## src/rtl/mem_cmd_pkg.sv

```systemverilog
// Shared constants for the memory command sequencer: state encodings,
// default command encodings, grant bit positions and counter sizing.
package mem_cmd_pkg;

  localparam logic [1:0] ST_IDLE = 2'd0;
  localparam logic [1:0] ST_ACT  = 2'd1;
  localparam logic [1:0] ST_OP   = 2'd2;
  localparam logic [1:0] ST_REC  = 2'd3;

  localparam logic [2:0] DEF_CMD_NOP = 3'b111;
  localparam logic [2:0] DEF_CMD_ACT = 3'b011;
  localparam logic [2:0] DEF_CMD_WR  = 3'b101;
  localparam logic [2:0] DEF_CMD_RD  = 3'b110;

  localparam int unsigned GNT_WR = 1;
  localparam int unsigned GNT_RD = 0;

  function automatic int unsigned max3(input int unsigned a, input int unsigned b,
                                       input int unsigned c);
    int unsigned m;
    m = (a > b) ? a : b;
    return (m > c) ? m : c;
  endfunction

  // Counter must hold values up to the largest of the beat/recovery counts.
  function automatic int unsigned cnt_width(input int unsigned a, input int unsigned b,
                                            input int unsigned c);
    return $clog2(max3(a, b, c) + 1);
  endfunction

endpackage

```

## src/rtl/mem_cmd_arb.sv

```systemverilog
// Two-requester arbiter: fixed write priority or round-robin on ties.
// Grant is combinational; only the last-grant direction is stored.
module mem_cmd_arb
  import mem_cmd_pkg::*;
#(
  parameter int unsigned ARB_MODE = 0
) (
  input  logic       clk,
  input  logic       rst,
  input  logic       wr_req,
  input  logic       rd_req,
  input  logic       en,
  output logic [1:0] grant
);

  logic last_wr;

  always_comb begin
    grant = '0;
    if (en) begin
      if (wr_req && rd_req) begin
        // Round-robin tie goes opposite the previous winner; reset value favours write.
        if (ARB_MODE == 0 || !last_wr) grant[GNT_WR] = 1'b1;
        else                           grant[GNT_RD] = 1'b1;
      end else if (wr_req) begin
        grant[GNT_WR] = 1'b1;
      end else if (rd_req) begin
        grant[GNT_RD] = 1'b1;
      end
    end
  end

  always_ff @(posedge clk) begin
    if (rst)         last_wr <= 1'b0;
    else if (|grant) last_wr <= grant[GNT_WR];
  end

endmodule

```

## src/rtl/mem_cmd_seq.sv

```systemverilog
// Memory command sequencer: ACT, LEN beats of WR/RD with incrementing
// address, then TREC recovery NOPs; back-to-back grants on the final cycle.
module mem_cmd_seq
  import mem_cmd_pkg::*;
#(
  parameter int unsigned ADDR_W   = 8,
  parameter int unsigned CMD_W    = 3,
  parameter int unsigned WR_LEN   = 2,
  parameter int unsigned RD_LEN   = 2,
  parameter int unsigned TREC     = 1,
  parameter int unsigned ARB_MODE = 0,
  parameter logic [CMD_W-1:0] CMD_NOP = CMD_W'(DEF_CMD_NOP),
  parameter logic [CMD_W-1:0] CMD_ACT = CMD_W'(DEF_CMD_ACT),
  parameter logic [CMD_W-1:0] CMD_WR  = CMD_W'(DEF_CMD_WR),
  parameter logic [CMD_W-1:0] CMD_RD  = CMD_W'(DEF_CMD_RD)
) (
  input  logic              clk,
  input  logic              rst,
  input  logic              wr_req,
  input  logic              rd_req,
  input  logic [ADDR_W-1:0] addr_in,
  output logic              wr_ack,
  output logic              rd_ack,
  output logic [CMD_W-1:0]  cmd,
  output logic [ADDR_W-1:0] cmd_addr,
  output logic              is_write,
  output logic              busy,
  output logic              done
);

  localparam int unsigned CW = cnt_width(WR_LEN, RD_LEN, TREC);
  localparam int unsigned REC_LAST_I = (TREC == 0) ? 0 : TREC - 1;
  localparam logic [CW-1:0] WR_LAST  = CW'(WR_LEN - 1);
  localparam logic [CW-1:0] RD_LAST  = CW'(RD_LEN - 1);
  localparam logic [CW-1:0] REC_LAST = CW'(REC_LAST_I);

  logic [1:0]        state, state_n;
  logic [CW-1:0]     cnt, cnt_n;
  logic [CMD_W-1:0]  cmd_n;
  logic [ADDR_W-1:0] addr_n;
  logic              wr_n, wack_n, rack_n, done_n;
  logic              op_last, rec_last, final_cyc, grant_en;
  logic [1:0]        grant;

  assign op_last   = (state == ST_OP) && (cnt == (is_write ? WR_LAST : RD_LAST));
  assign rec_last  = (state == ST_REC) && (cnt == REC_LAST);
  assign final_cyc = (TREC == 0) ? op_last : rec_last;
  assign grant_en  = (state == ST_IDLE) || final_cyc;

  mem_cmd_arb #(
    .ARB_MODE(ARB_MODE)
  ) u_arb (
    .clk   (clk),
    .rst   (rst),
    .wr_req(wr_req),
    .rd_req(rd_req),
    .en    (grant_en),
    .grant (grant)
  );

  always_comb begin
    state_n = state;
    cnt_n   = cnt;
    cmd_n   = cmd;
    addr_n  = cmd_addr;
    wr_n    = is_write;
    wack_n  = 1'b0;
    rack_n  = 1'b0;
    done_n  = 1'b0;
    case (state)
      ST_IDLE: ;
      ST_ACT: begin
        state_n = ST_OP;
        cnt_n   = '0;
        cmd_n   = is_write ? CMD_WR : CMD_RD;
      end
      ST_OP: begin
        if (op_last) begin
          cnt_n = '0;
          cmd_n = CMD_NOP;
          if (TREC == 0) begin
            state_n = ST_IDLE;
            done_n  = 1'b1;
          end else begin
            state_n = ST_REC;
          end
        end else begin
          cnt_n  = cnt + CW'(1);
          addr_n = cmd_addr + ADDR_W'(1);
        end
      end
      ST_REC: begin
        if (rec_last) begin
          state_n = ST_IDLE;
          cnt_n   = '0;
          cmd_n   = CMD_NOP;
          done_n  = 1'b1;
        end else begin
          cnt_n = cnt + CW'(1);
        end
      end
      default: state_n = ST_IDLE;
    endcase
    // A grant overrides the IDLE move but keeps done, giving back-to-back ACT.
    if (|grant) begin
      state_n = ST_ACT;
      cnt_n   = '0;
      cmd_n   = CMD_ACT;
      addr_n  = addr_in;
      wr_n    = grant[GNT_WR];
      wack_n  = grant[GNT_WR];
      rack_n  = grant[GNT_RD];
    end
  end

  always_ff @(posedge clk) begin
    if (rst) begin
      state    <= ST_IDLE;
      cnt      <= '0;
      cmd      <= CMD_NOP;
      cmd_addr <= '0;
      is_write <= 1'b0;
      wr_ack   <= 1'b0;
      rd_ack   <= 1'b0;
      busy     <= 1'b0;
      done     <= 1'b0;
    end else begin
      state    <= state_n;
      cnt      <= cnt_n;
      cmd      <= cmd_n;
      cmd_addr <= addr_n;
      is_write <= wr_n;
      wr_ack   <= wack_n;
      rd_ack   <= rack_n;
      busy     <= (state_n != ST_IDLE);
      done     <= done_n;
    end
  end

endmodule

```

## config.mk

```make
export PLATFORM = sky130hd
export DESIGN_NAME = mem_cmd_seq
export DESIGN_NICKNAME = d
export VERILOG_FILES = /design/src/rtl/mem_cmd_pkg.sv /design/src/rtl/mem_cmd_arb.sv /design/src/rtl/mem_cmd_seq.sv
export SDC_FILE = /design/constraint.sdc
export NUM_CORES = 1
export LEC_CHECK = 0
export CAP_MARGIN = 20
export CORE_MARGIN = 2
export CORE_UTILIZATION = 45
export DETAILED_ROUTE_END_ITERATION = 10
export PLACE_DENSITY = 0.78
export SLEW_MARGIN = 20
export SYNTH_ARGS = -nofsm -noshare
export SYNTH_HDL_FRONTEND = slang
export SYNTH_SLANG_ARGS = --single-unit
export TNS_END_PERCENT = 1
```

## constraint.sdc

```tcl
create_clock -name clk -period 2.15 [get_ports clk]
set_clock_uncertainty 0.2 [all_clocks]
set_input_delay 0.43 -clock clk [delete_from_list [all_inputs] [get_ports clk]]
set_output_delay 0.43 -clock clk [all_outputs]
set_load 0.01 [all_outputs]
```

# After elaboration in Yosys (flattened, before gate mapping)
# Cells that the tools add are included.
dict set report classes {
  reduce_logical 17
  mux 21
  addsub 2
  bitwise_logic 2
  eq_ne 9
}
# cell n
set op_table {}
lappend op_table {{$mux W8} 3}
lappend op_table {{$mux W2} 8}
lappend op_table {{$pmux W2 S3} 2}
lappend op_table {{$mux W3} 3}
lappend op_table {{$pmux W3 S3} 1}
lappend op_table {{$add A8 B1 Y8 const B} 1}
lappend op_table {{$ne A3 B2 Y1 const B} 2}
lappend op_table {{$reduce_and A3 Y1} 2}
lappend op_table {{$reduce_or A2 Y1} 3}
lappend op_table {{$eq A2 B1 Y1 const B} 2}
lappend op_table {{$eq A2 B2 Y1 const B} 2}
lappend op_table {{$logic_not A2 Y1} 2}
lappend op_table {{$mux W1} 4}
lappend op_table {{$ne A2 B2 Y1 const B} 2}
lappend op_table {{$reduce_bool A2 Y1} 2}
lappend op_table {{$reduce_bool A4 Y1} 1}
lappend op_table {{$logic_and A1 B1 Y1} 3}
lappend op_table {{$reduce_bool A3 Y1} 1}
lappend op_table {{$reduce_or A3 Y1} 1}
lappend op_table {{$add A2 B1 Y2 const B} 1}
lappend op_table {{$ne A2 B1 Y1 const B} 1}
lappend op_table {{$not A1 Y1} 2}
lappend op_table {{$reduce_and A2 Y1} 1}
lappend op_table {{$logic_or A1 B1 Y1} 1}
dict set report word_totals {
  output_inout_bits 16
  inputBits 12
  regBits 20
  word_cells 61
}

# Depth between registers and ports, before layout
dict set report depth {
  depth_word 7
  depth_mapped 7
  mapped_depth_nobuf 6
}

# Modules after synthesis
# From an unflattened synthesis, not the netlist that was laid out.
dict set report hier_totals {
  cells_unflattened 107
  area_unflattened_um2 948.4
}
# mod seq_area_each_um2 instances cells_per_inst area_per_inst_um2
set modules_own_cells {}
lappend modules_own_cells {mem_cmd_seq 400.4 1 105 932.1}
lappend modules_own_cells {mem_cmd_arb 0.0 1 2 16.3}

# Worst setup path before layout
# Ideal clock, no wire load.
dict set report synth_timing {
  path_type {register to register}
  startpoint {register cnt[1]}
  endpoint {register cmd_addr[7]}
  synth_period_minus_slack_ps 1820
  required_ps 1876
  setup_slack_ps 330
  path_buffers 1
  stages_incl_launch_ff 7
  arrival_ps 1546
  setup_ps 74
  cell_sequence {dfxtp_1 inv_1 ha_1 or3b_1 buf_2 or3_1 a31oi_1}
}
dict set report synth_via {
  elab_chain_cells 7
  elab_cells_between_ends 11
  classes_between {eq/ne: 2; mux: 2; reduce/logical: 7}
}
# element line
set synth_lines {}
lappend synth_lines {{start: declaration} mem_cmd_seq.sv:38} ;# logic [CW-1:0] cnt, cnt_n;
lappend synth_lines {{start signal: assignment} mem_cmd_seq.sv:129} ;# cnt <= cnt_n;
lappend synth_lines {{$logic_not A2 Y1} mem_cmd_seq.sv:46} ;# assign rec_last = (state == ST_REC) && (cnt == REC_LAST);
lappend synth_lines {{$logic_and A1 B1 Y1} mem_cmd_seq.sv:46}
lappend synth_lines {{$logic_or A1 B1 Y1} mem_cmd_seq.sv:48} ;# assign grant_en = (state == ST_IDLE) || final_cyc;
lappend synth_lines {{$mux W2} mem_cmd_arb.sv:20} ;# if (en) begin
lappend synth_lines {{$reduce_or A2 Y1} -}
lappend synth_lines {{$ne A2 B1 Y1 (no line) or $reduce_bool A2 Y1 (tied branches)} -}
lappend synth_lines {{$reduce_and A2 Y1 (no line)} -}
lappend synth_lines {{end signal: assignment} mem_cmd_seq.sv:131} ;# cmd_addr <= addr_n;
lappend synth_lines {{end: declaration} mem_cmd_seq.sv:25} ;# output logic [ADDR_W-1:0] cmd_addr,
# Several ways; a longest one is shown, not always the timed one.
# A chain may end at the register's enable or synchronous reset.

# Worst setup path after layout
# Ends and elaborated chain as after synthesis.

==> metrics.md <==
| Metric | Value |
|---|---|
| F_max | `494.2 MHz` |
| Final ANT Viol Nets | `0` |
| Slew @ Worst Pin | `0.3415 ns` |
| CP max-delay cell | `or3b_1` |
| Post-route clock period utilization | `0.9412` |
| Input/output buffers | `27` |
| Synth async-reset ratio | `0` |
| Primary FF master, synth | `dfxtp_1` |
| Maximum fanout along the worst path | `8` |
| Post-Synthesis Net Count | `between 100 and 150` |
| H-tree depth | `1` |
| GRT overflow | `0` |
| Drt first pass iters | `4` |
| CTS Buf Count | `3` |
| Post-CTS Setup Inserts | `0` |
| Top cell type by total area after synthesis | `dfxtp_1` |
| Fillcell total | `165` |
| Fraction of layout cells with a size suffix above 1 | `0.08966` |
| Largest net degree at the start of global routing | `13` |
| Final setup violation count | `0` |
| Warnings, synthesis | `0` |
| Unique masters post-synth | `36` |
| Sinks on the clock net | `20` |
| Min Clock Period, post-route | `a little over 2 ns` |
| CP required | `about 2.2 ns` |
| Residual DRC | `0` |
| WHS | `0.2872 ns` |
| VDD IR-drop max | `0.4674 mV` |
| Post-layout util | `0.6654` |
| Hold-fix buffer count after cts | `0` |
| Met3 WL | `between 100 and 150 um` |
| Max clock buf depth | `2` |
| Number of flops mapped to enable cells by yosys | `0` |
| Die Area | `2503 sq um` |
| Final Hold Vio Count | `0` |
| Mapped cell area | `953.4 sq um` |
| Status | `finished, final reports clean` |
| Area delta synth->final | `38.32%` |
| Placer Congestion | `0.8035` |
| Die width | `approximately 50 um` |
| Setup crit start kind | `register` |
| Number of diodes | `0` |
| Core Area | `around 2000 sq um` |
| Vias in the first global route | `859` |
| Met1 wire length | `a little under 1 mm` |
| Vias per cell | `5.674` |
| Routed via count | `976` |
| Clock transition at path regs | `0.12 ns` |
| Starting DRT DRC Count | `37` |
| Hold crit path type | `register to register` |
| Final WL | `2.245 mm` |
| Worst EP arrival | `2.06 ns` |
| RSZ-0062 raised after global routing | `no` |
| # Max-Cap Violations | `0` |
| Gr usage total | `0.1942` |
| Initial core utilization | `0.4811` |
| PwrDens | `just under 800 nW/um^2` |
| Row count | `16` |
| Ranking of synthesized cells by area | `dfxtp_1, nor2_1, ha_1` |
| Setup_tns | `0 ns` |
| IO Pins | `28` |
| Die height | `50.03 um` |
| Nets | `161` |
| Slew Viols, Final | `0` |
| CP endpoint kind | `register` |
| Initial antenna violation count | `0` |
| Seq/Total Area, Yosys | `0.4199` |
| Cell count after synthesis | `113` |
| Area of the multi-input gates | `roughly 510 sq um` |
| Slew HR | `0.7716` |
| Synth top area share | `0.4199` |
| Post-CTS sizing | `0` |
| Avg Inst Size Synth | `8.437 sq um` |
| Worst skew pair latency | `0.30 ns` |
| First-pass GRT wire length | `3.719 mm` |
| Met2 wire len | `between 1 and 1.5 mm` |
| Synthesized flop and latch total | `20` |
| CTS tree | `done` |
| Drt wl/cell | `13.05 um` |
| Root Driver | `clkbuf_4` |
| DR top layer | `met4` |
| Setup CP Type | `register to register` |
| Max stage delay on crit path | `0.53 ns` |
| Leakage | `0.0005118 uW` |
| Dpl hpwl | `1.649 mm` |
| Register area | `roughly 400 sq um` |
| Crit path cell chain | `inv_1 > ha_1 > or3b_1 > or3_1 > a31oi_1` |
==> power breakdown <==
part           leakage (uW)  internal, uW  switching, uW
logic              0.000326           182            162
registers          0.000165           414           37.5
clock network     0.0000210           103            118
total              0.000512           700            317
==> critical path, delay by kind of cell (launching register included) <==
family	cells	cell delay, ns
adder cells (fa/ha/maj)	1	0.26
buffers and inverters	1	0.06
AO/OA/AOI/OAI	1	0.17
flip-flops	1	0.34
AND/OR/NAND/NOR	2	0.92
==> metal layers <==
layer,track usage,vias to the layer above
li1,-,479
met1,0.2312,460
met2,0.3399,33
met3,0.03939,4
met4,0.06944,0
met5,0,-
==> final cells by class <==
cell class / instances / share of cell area
Multi-Input combinational cell: 83 / 0.3871
Timing Repair Buffer: 34 / 0.2448
Sequential cell: 20 / 0.3036
Clock buffer: 4 / 0.02751
Inverter: 4 / 0.01139
Tap cell: 27 / 0.02562
==> registers in the layout (all words and copies together) (netlist names) <==
name	cells
cnt	2
busy	1
cmd_addr	8
rd_ack	1
state	2
cmd	3
wr_ack	1
done	1
is_write	1
==> worst paths after layout <==
path | start | end | slack (ns) | depth (start not counted)
worst max register to register | cnt[1] | cmd_addr[7] | 0.13 | 5
worst min register to register | cmd[1] | cmd[1] | 0.29 | 2
worst max-delay path | cnt[1] | cmd_addr[7] | 0.13 | 5
worst min-delay path | cmd[1] | cmd[1] | 0.29 | 2
==> synthesized netlist by cell type (3+ instances only) <==
cell / instances
a21oi_1: 7
a222oi_1: 3
a31oi_1: 4
and2_1: 3
buf_2: 4
dfxtp_1: 20
ha_1: 3
inv_1: 4
nand2_1: 7
nand3_1: 3
nor2_1: 14
nor3_1: 3
nor3b_1: 3
o21ai_0: 7
o22ai_1: 3
==> cell families (layout without fill, tap and decap cells) <==
kind of cell | Yosys count | count (layout) | share of synthesized area
buffers and inverters | 10 | 42 | 0.04462
AOI/OAI and AO/OA | 31 | 31 | 0.2152
muxes | 1 | 1 | 0.01050
xor gates and xnor gates | 2 | 2 | 0.01838
and+or+nand+nor | 46 | 46 | 0.2520
adders and majority gates | 3 | 3 | 0.03937
DFF | 20 | 20 | 0.4199
==> through the flow <==
step | std cells | worst slack, ns | cell area, sq um | power (uW)
floorplan | 113 | 0.3296 | 953.4 | 644.9
CTS | 172 | 0.1209 | 1319 | 1021
detailed placement | 168 | -0.03819 | 1282 | 801.7
global placement | 168 | 0.09210 | 1282 | 794.2
finish | 172 | 0.1265 | 1319 | 1017
global route | 172 | 0.02013 | 1319 | 1076
==> placed cells by master, fill, tap and decap left out, drive strengths merged, types with 2 or more instances in the layout <==
cell type      instances
or2                    2
o21ai                  7
a222oi                 3
nand3                  3
nor4                   2
ha                     3
buf                    7
and2                   3
a21oi                  7
a31oi                  4
xnor2                  2
dfxtp                 20
inv                    4
and3                   2
o22ai                  3
nand2                  7
clkbuf                 4
clkdlybuf4s50         27
nor2                  14
nor3                   3
nor3b                  3
Note: power is estimated with default switching activity, not from simulation.
